$ cat config.mk
export PLATFORM = sky130hd
export DESIGN_NAME = pwm_duty_measure
export DESIGN_NICKNAME = d
export VERILOG_FILES = /design/src/rtl/pwm_duty_measure.sv
export SDC_FILE = /design/constraint.sdc
export NUM_CORES = 1
export LEC_CHECK = 0
export BUFFER_PORTS_ARGS = -buffer_cell sky130_fd_sc_hd__buf_2
export CORE_MARGIN = 2
export CORE_UTILIZATION = 50
export DETAILED_ROUTE_END_ITERATION = 10
export PLACE_DENSITY = 0.8
export SYNTH_ARGS = -nofsm -noshare
export SYNTH_HDL_FRONTEND = slang
export SYNTH_SLANG_ARGS = --single-unit
$ cat constraint.sdc
create_clock -name i_clk -period 2.8 [get_ports i_clk]
set_input_delay 0.56 -clock i_clk [delete_from_list [all_inputs] [get_ports i_clk]]
set_output_delay 0.56 -clock i_clk [all_outputs]
set_load 0.01 [all_outputs]
$ cat src/rtl/pwm_duty_measure.sv
// pwm_duty_measure: measures high time and period of one PWM line and converts the duty to 0..255.
// Build option PWM_DUTY_MEASURE_GLITCH_FILTER_EN inserts a 3-sample stability filter (+2 clocks latency).
//
// state        | meaning
// -------------+--------------------------------------------------------------
// ST_WAIT_RISE | after reset/timeout: wait for first rise, partial period dropped
// ST_HIGH      | line high, waiting for the fall that ends the high time
// ST_LOW       | line low, waiting for the rise that closes the period
// ST_DIVIDE    | restoring divide high*255 / period, one quotient bit per clock
// ST_PUBLISH   | drive results, pulse o_valid, clear o_timeout
module pwm_duty_measure #(
   parameter int unsigned parm_FCLK                    = 40_000_000,
   parameter int unsigned parm_pwm_period_milliseconds = 10,
   parameter int unsigned parm_timeout_periods         = 2,
   parameter int unsigned parm_min_period_cycles       = 16
) (
   input  logic        i_clk,
   input  logic        i_srst,
   input  logic        ei_pwm,
   output logic [7:0]  o_duty_value,
   output logic [31:0] o_high_cycles,
   output logic [31:0] o_period_cycles,
   output logic        o_valid,
   output logic        o_timeout,
   output logic [7:0]  o_discard_count
);

   localparam int unsigned c_nominal_cycles = parm_FCLK / 1000 * parm_pwm_period_milliseconds;
   localparam int unsigned c_timeout_cycles = c_nominal_cycles * parm_timeout_periods;

   typedef enum logic [2:0] {
      ST_WAIT_RISE,
      ST_HIGH,
      ST_LOW,
      ST_DIVIDE,
      ST_PUBLISH
   } state_t;

   state_t      st, st_nxt;
   logic [1:0]  s_sync;
   logic        s_line, s_prev, s_rise, s_fall, s_tmo;
   logic [31:0] s_cnt, s_high, s_period, s_div_high;
   logic [39:0] s_rem, s_div;
   logic [7:0]  s_quot;
   logic [2:0]  s_bit_cnt;
   logic        s_fall_seen;
   logic        c_load, c_discard, c_publish, c_timeout;

   always_ff @(posedge i_clk) begin
      if (i_srst) s_sync <= 2'b00;
      else        s_sync <= {s_sync[0], ei_pwm};
   end

`ifdef PWM_DUTY_MEASURE_GLITCH_FILTER_EN
   logic [1:0] s_hist;
   logic       s_filt_q;

   // Level only moves once the synchronized line has held the same value for 3 clocks.
   always_comb begin
      s_line = s_filt_q;
      if (s_sync[1] == s_hist[0] && s_hist[0] == s_hist[1]) s_line = s_sync[1];
   end

   always_ff @(posedge i_clk) begin
      if (i_srst) begin
         s_hist   <= 2'b00;
         s_filt_q <= 1'b0;
      end else begin
         s_hist   <= {s_hist[0], s_sync[1]};
         s_filt_q <= s_line;
      end
   end
`else
   assign s_line = s_sync[1];
`endif

   assign s_rise = s_line & ~s_prev;
   assign s_fall = ~s_line & s_prev;
   // An edge in the same cycle always beats the timeout.
   assign s_tmo  = (s_cnt == c_timeout_cycles) && !s_rise && !s_fall;

   always_comb begin
      st_nxt    = st;
      c_load    = 1'b0;
      c_discard = 1'b0;
      c_publish = 1'b0;
      c_timeout = 1'b0;
      case (st)
         ST_WAIT_RISE: begin
            if (s_rise)     st_nxt = ST_HIGH;
            else if (s_tmo) c_timeout = 1'b1;
         end
         ST_HIGH: begin
            if (s_fall) st_nxt = ST_LOW;
            else if (s_tmo) begin
               c_timeout = 1'b1;
               st_nxt    = ST_WAIT_RISE;
            end
         end
         ST_LOW: begin
            if (s_rise) begin
               if (s_cnt >= parm_min_period_cycles) begin
                  c_load = 1'b1;
                  st_nxt = ST_DIVIDE;
               end else begin
                  c_discard = 1'b1;
                  st_nxt    = ST_HIGH;
               end
            end else if (s_tmo) begin
               c_timeout = 1'b1;
               st_nxt    = ST_WAIT_RISE;
            end
         end
         ST_DIVIDE: begin
            if (s_bit_cnt == 3'd0) st_nxt = ST_PUBLISH;
         end
         ST_PUBLISH: begin
            c_publish = 1'b1;
            st_nxt    = (s_fall_seen || s_fall) ? ST_LOW : ST_HIGH;
         end
         default: st_nxt = ST_WAIT_RISE;
      endcase
   end

   always_ff @(posedge i_clk) begin
      if (i_srst) begin
         st              <= ST_WAIT_RISE;
         s_prev          <= 1'b0;
         s_cnt           <= 32'd0;
         s_high          <= 32'd0;
         s_period        <= 32'd0;
         s_div_high      <= 32'd0;
         s_rem           <= 40'd0;
         s_div           <= 40'd0;
         s_quot          <= 8'd0;
         s_bit_cnt       <= 3'd0;
         s_fall_seen     <= 1'b0;
         o_duty_value    <= 8'd0;
         o_high_cycles   <= 32'd0;
         o_period_cycles <= 32'd0;
         o_valid         <= 1'b0;
         o_timeout       <= 1'b0;
         o_discard_count <= 8'd0;
      end else begin
         st      <= st_nxt;
         s_prev  <= s_line;
         o_valid <= c_publish | c_timeout;

         if (s_rise)               s_cnt <= 32'd1;
         else if (s_cnt != '1)     s_cnt <= s_cnt + 32'd1;

         // Falls landing mid-divide are kept; s_div_high holds the value being divided.
         if (s_fall) begin
            s_high      <= s_cnt;
            s_fall_seen <= 1'b1;
         end

         if (c_load || c_discard) s_period <= s_cnt;

         if (c_load) begin
            s_div_high  <= s_high;
            s_rem       <= {s_high, 8'h00} - {8'h00, s_high};
            s_div       <= {1'b0, s_cnt, 7'b0};
            s_quot      <= 8'd0;
            s_bit_cnt   <= 3'd7;
            s_fall_seen <= 1'b0;
         end

         if (st == ST_DIVIDE) begin
            if (s_rem >= s_div) begin
               s_rem  <= s_rem - s_div;
               s_quot <= {s_quot[6:0], 1'b1};
            end else begin
               s_quot <= {s_quot[6:0], 1'b0};
            end
            s_div     <= s_div >> 1;
            s_bit_cnt <= s_bit_cnt - 3'd1;
         end

         if (c_discard && o_discard_count != 8'hFF) o_discard_count <= o_discard_count + 8'd1;

         if (c_publish) begin
            o_duty_value    <= s_quot;
            o_high_cycles   <= s_div_high;
            o_period_cycles <= s_period;
            o_timeout       <= 1'b0;
         end else if (c_timeout) begin
            o_duty_value    <= s_line ? 8'hFF : 8'h00;
            o_high_cycles   <= 32'd0;
            o_period_cycles <= 32'd0;
            o_timeout       <= 1'b1;
         end
      end
   end

endmodule

==> run_results.csv <==
group,metric,value,unit
timing,hold_viol_final,0,
global_routing,grt_max_degree,131,
timing,max_slew_margin,49.9,%
floorplanning,ios,85,
synthesis,ys_top_cells_by_area,"dfxtp_1 38%, nand2_1 9.8%, a21oi_1 8.8%",
synthesis,synth_nets,2191,
drt,num_vias,16500,
floorplanning,dieArea,33500,um^2
finish,n_antenna_cell,0,
synthesis,netlist_area,16000,um^2
placement,routabilityCongestion,1.00,
worst_setup_path,start_kind,"flop",
floorplanning,core_area,31600,um^2
cts,clock-sinks,307,
synthesis,yosys.area.top_type,"dfxtp_1",
finish,stdcell_count,2749,
pwr,power_leakage,7.92,nW
drt,drt-initial-drc-count,1708,
synthesis,synthTopCellsByCount,"417 x nand2_1, 307 x dfxtp_1, 283 x a21oi_1",
drt,routedWlPerCell,19.0,um
finish,area_delta_synth_final,23.4,%
finish,layout-drive-gt1-share,20.0,%
synthesis,synthAdderAreaFrac,5.52,%
placement,hpwl,37600,um
cts,numCtsBuffers,31,
global_routing,grt_overflow,0,
cts,htreeDepth,1,
run,drv_cap,0,
placement,port_buffers,84,
timing,post-route-min-period,2.79,ns
worst_setup_path,path_cells,"inv_1, ha_1, nand4_1, a2111oi_4, buf_4, nand4b_1, nand4_1, and3_4, o31ai_4, o32ai_2",
worst_setup_path,cpMostUsedCell,"nand4_1",
pwr,peakVddDrop,0.470,mV
synthesis,synthMuxAreaShare,0.445,%
drt,drcViolationCount,0,
worst_setup_path,critPathKind,"reg2reg",
worst_setup_path,crit_buf_inv,2,
timing,fin_worst_skew,0.0100,ns
worst_setup_path,slowest_delay,0.50,ns
cts,cts_tree,"yes",
synthesis,ys_seq_area_share,38.4,%
floorplanning,rows,65,
synthesis,synthXorXnorAreaFrac,4.92,%
worst_setup_path,arrival,3.23,ns
synthesis,yosysMostFrequentCell,"nand2_1",
finish,nets,2397,
synthesis,synthFlopType,"dfxtp_1",
cts,clk_latency,0.56,ns
floorplanning,die_h,183,um
floorplanning,start_util,50.8,%
drt,avgViaCountPerCell,5.99,
finish,fin_util,62.6,%
floorplanning,die_x,183,um
run_status,outcome,"finished clean",
synthesis,netlist_instances,2118,
drt,ant_nets,0,
synthesis,synth-seq-cells,307,
worst_setup_path,cpMaxStageDelayCell,"dfxtp_1",
timing,drv_slew,0,
drt,finalWirelength,52300,um
finish,multi_input_area,9440,um^2
worst_setup_path,cp.required,3.23,ns
synthesis,yosys.area_share.simple,24.1,%
timing,worst_pin_slew,0.751,ns
placement,dp.cells,2683,
pwr,pwr_density_cell,448,nW/um^2
synthesis,synth_top_family_by_area,"simple AND/OR/NAND/NOR gates",
timing,setup_viol,0,
cts,clkTransAtPathRegs,0.06,ns
synthesis,synth_compound_area_share,20.9,%
timing,period_share,99.8,%
cts,clock_tree.root_cell,"clkbuf_16",
finish,regArea,6150,um^2
timing,rsz0062_at_grt,"yes",
global_routing,grt_pass1_wl,80100,um
global_routing,grt_pass1_vias,15300,
worst_hold_path,holdCritPathClass,"in2reg",
global_routing,antenna_found_initial,0,
worst_setup_path,ff2ff_setup_slack,0.006,ns
synthesis,synth_top_area_share,38.4,%
worst_setup_path,crit_family,"simple AND/OR/NAND/NOR gates",
synthesis,avgSynthCellArea,7.56,um^2
synthesis,ys_async_sr_fraction,0,%
worst_setup_path,crit_fanout,6,
worst_setup_path,cp-end-kind,"flop",
synthesis,yosysWarnings,0,
global_routing,track_usage,29.6,%
drt,dr.pass1.iters,6,
timing,fmax,0.358,GHz
synthesis,ys_types,72,
finish,fillerInstances,2720,
cts,clk_path_buf_depth,3,
synthesis,synth-edff-count,0,
==> path summary, 6_finish.rpt <==
kind              startpoint        end  cells after the start
hold / removal        ei_pwm  s_sync[0]                      2
setup reg to reg  s_high[21]  s_rem[35]                     10
setup / recovery  s_high[21]  s_rem[35]                     10
hold reg to reg    o_timeout  o_timeout                      2
==> per-stage QoR <==
step                worst slack, ns  instance area, um^2  power, W  setup TNS [ns]  hold slack [ns]
floorplan                    0.0599                16000   0.00465               0            0.414
global placement             -0.225                18100   0.00474           -1.20            0.439
detailed placement           -0.260                18100   0.00475           -1.60            0.443
CTS                        0.000659                19300   0.00886               0            0.245
global route                 -0.112                19800   0.00908           -1.13            0.271
finish                      0.00558                19800   0.00886               0            0.244
==> cell usage in the layout (no fill, tap or decap), types with 9 or more instances in the layout <==
master     instances
o21ai_1           11
xnor2_1           41
nor3_1            27
nand2b_1          10
ha_1              61
a31oi_1           40
o211ai_1          13
a21oi_2           11
xor2_1            46
and3_1            23
or3_1             15
nand3_1          133
buf_4            216
a211oi_2           9
a21oi_1          272
dfxtp_1          300
clkbuf_16         32
o21ai_0           50
a211oi_1          29
a21o_1            25
nor2_1           135
inv_1             86
buf_2             83
nor4_1            11
nand4_1           29
nand2_1          414
==> area by class of cell <==
class / instances / area share, %
clock buffer: 45 / 4.55
inverter: 87 / 1.65
tap: 402 / 2.55
clock inverter: 11 / 0.621
multi-input combinational: 1581 / 47.8
sequential: 307 / 31.2
timing repair buffer: 316 / 11.7
==> routing by layer <==
layer,track usage (%),vias up,share of wire [%]
met5,0,-,0
met2,50.7,695,47
met3,3.77,154,7.2
met4,11.4,0,4.6
li1,-,7808,-
met1,38.0,7814,41
==> registers in the layout, summed over array words and instances (netlist names) <==
| register | cells |
|---|---|
| o_discard_count | 8 |
| o_duty_value | 8 |
| o_high_cycles | 32 |
| o_period_cycles | 32 |
| o_timeout | 1 |
| o_valid | 1 |
| s_bit_cnt | 3 |
| s_cnt | 32 |
| s_div | 39 |
| s_div_high | 32 |
| s_fall_seen | 1 |
| s_high | 32 |
| s_period | 32 |
| s_prev | 1 |
| s_quot | 8 |
| s_rem | 40 |
| s_sync | 2 |
| st | 3 |
==> report_power, final <==
group	internal, W	leakage (nW)	switching (W)
registers	0.00437	2.48	0.00000734
clock network	0.00241	0.495	0.00177
logic	0.000103	4.94	0.000190
==> logic make-up after synthesis <==
group           count (synthesis)
simple gates                  858
buf+inv                       230
fa+ha+maj                      70
mux                             7
flops                         307
compound gates                556
xor+xnor                       90
==> timing repair <==
action,CTS,global route
hold endpoints to repair,0,0
hold buffers,0,0
pin swaps,15,30
setup buffers,3,5
cloned,0,2
gates resized for setup,23,94
setup endpoints to repair,26,50
Note: power is estimated with default switching activity, not from simulation.
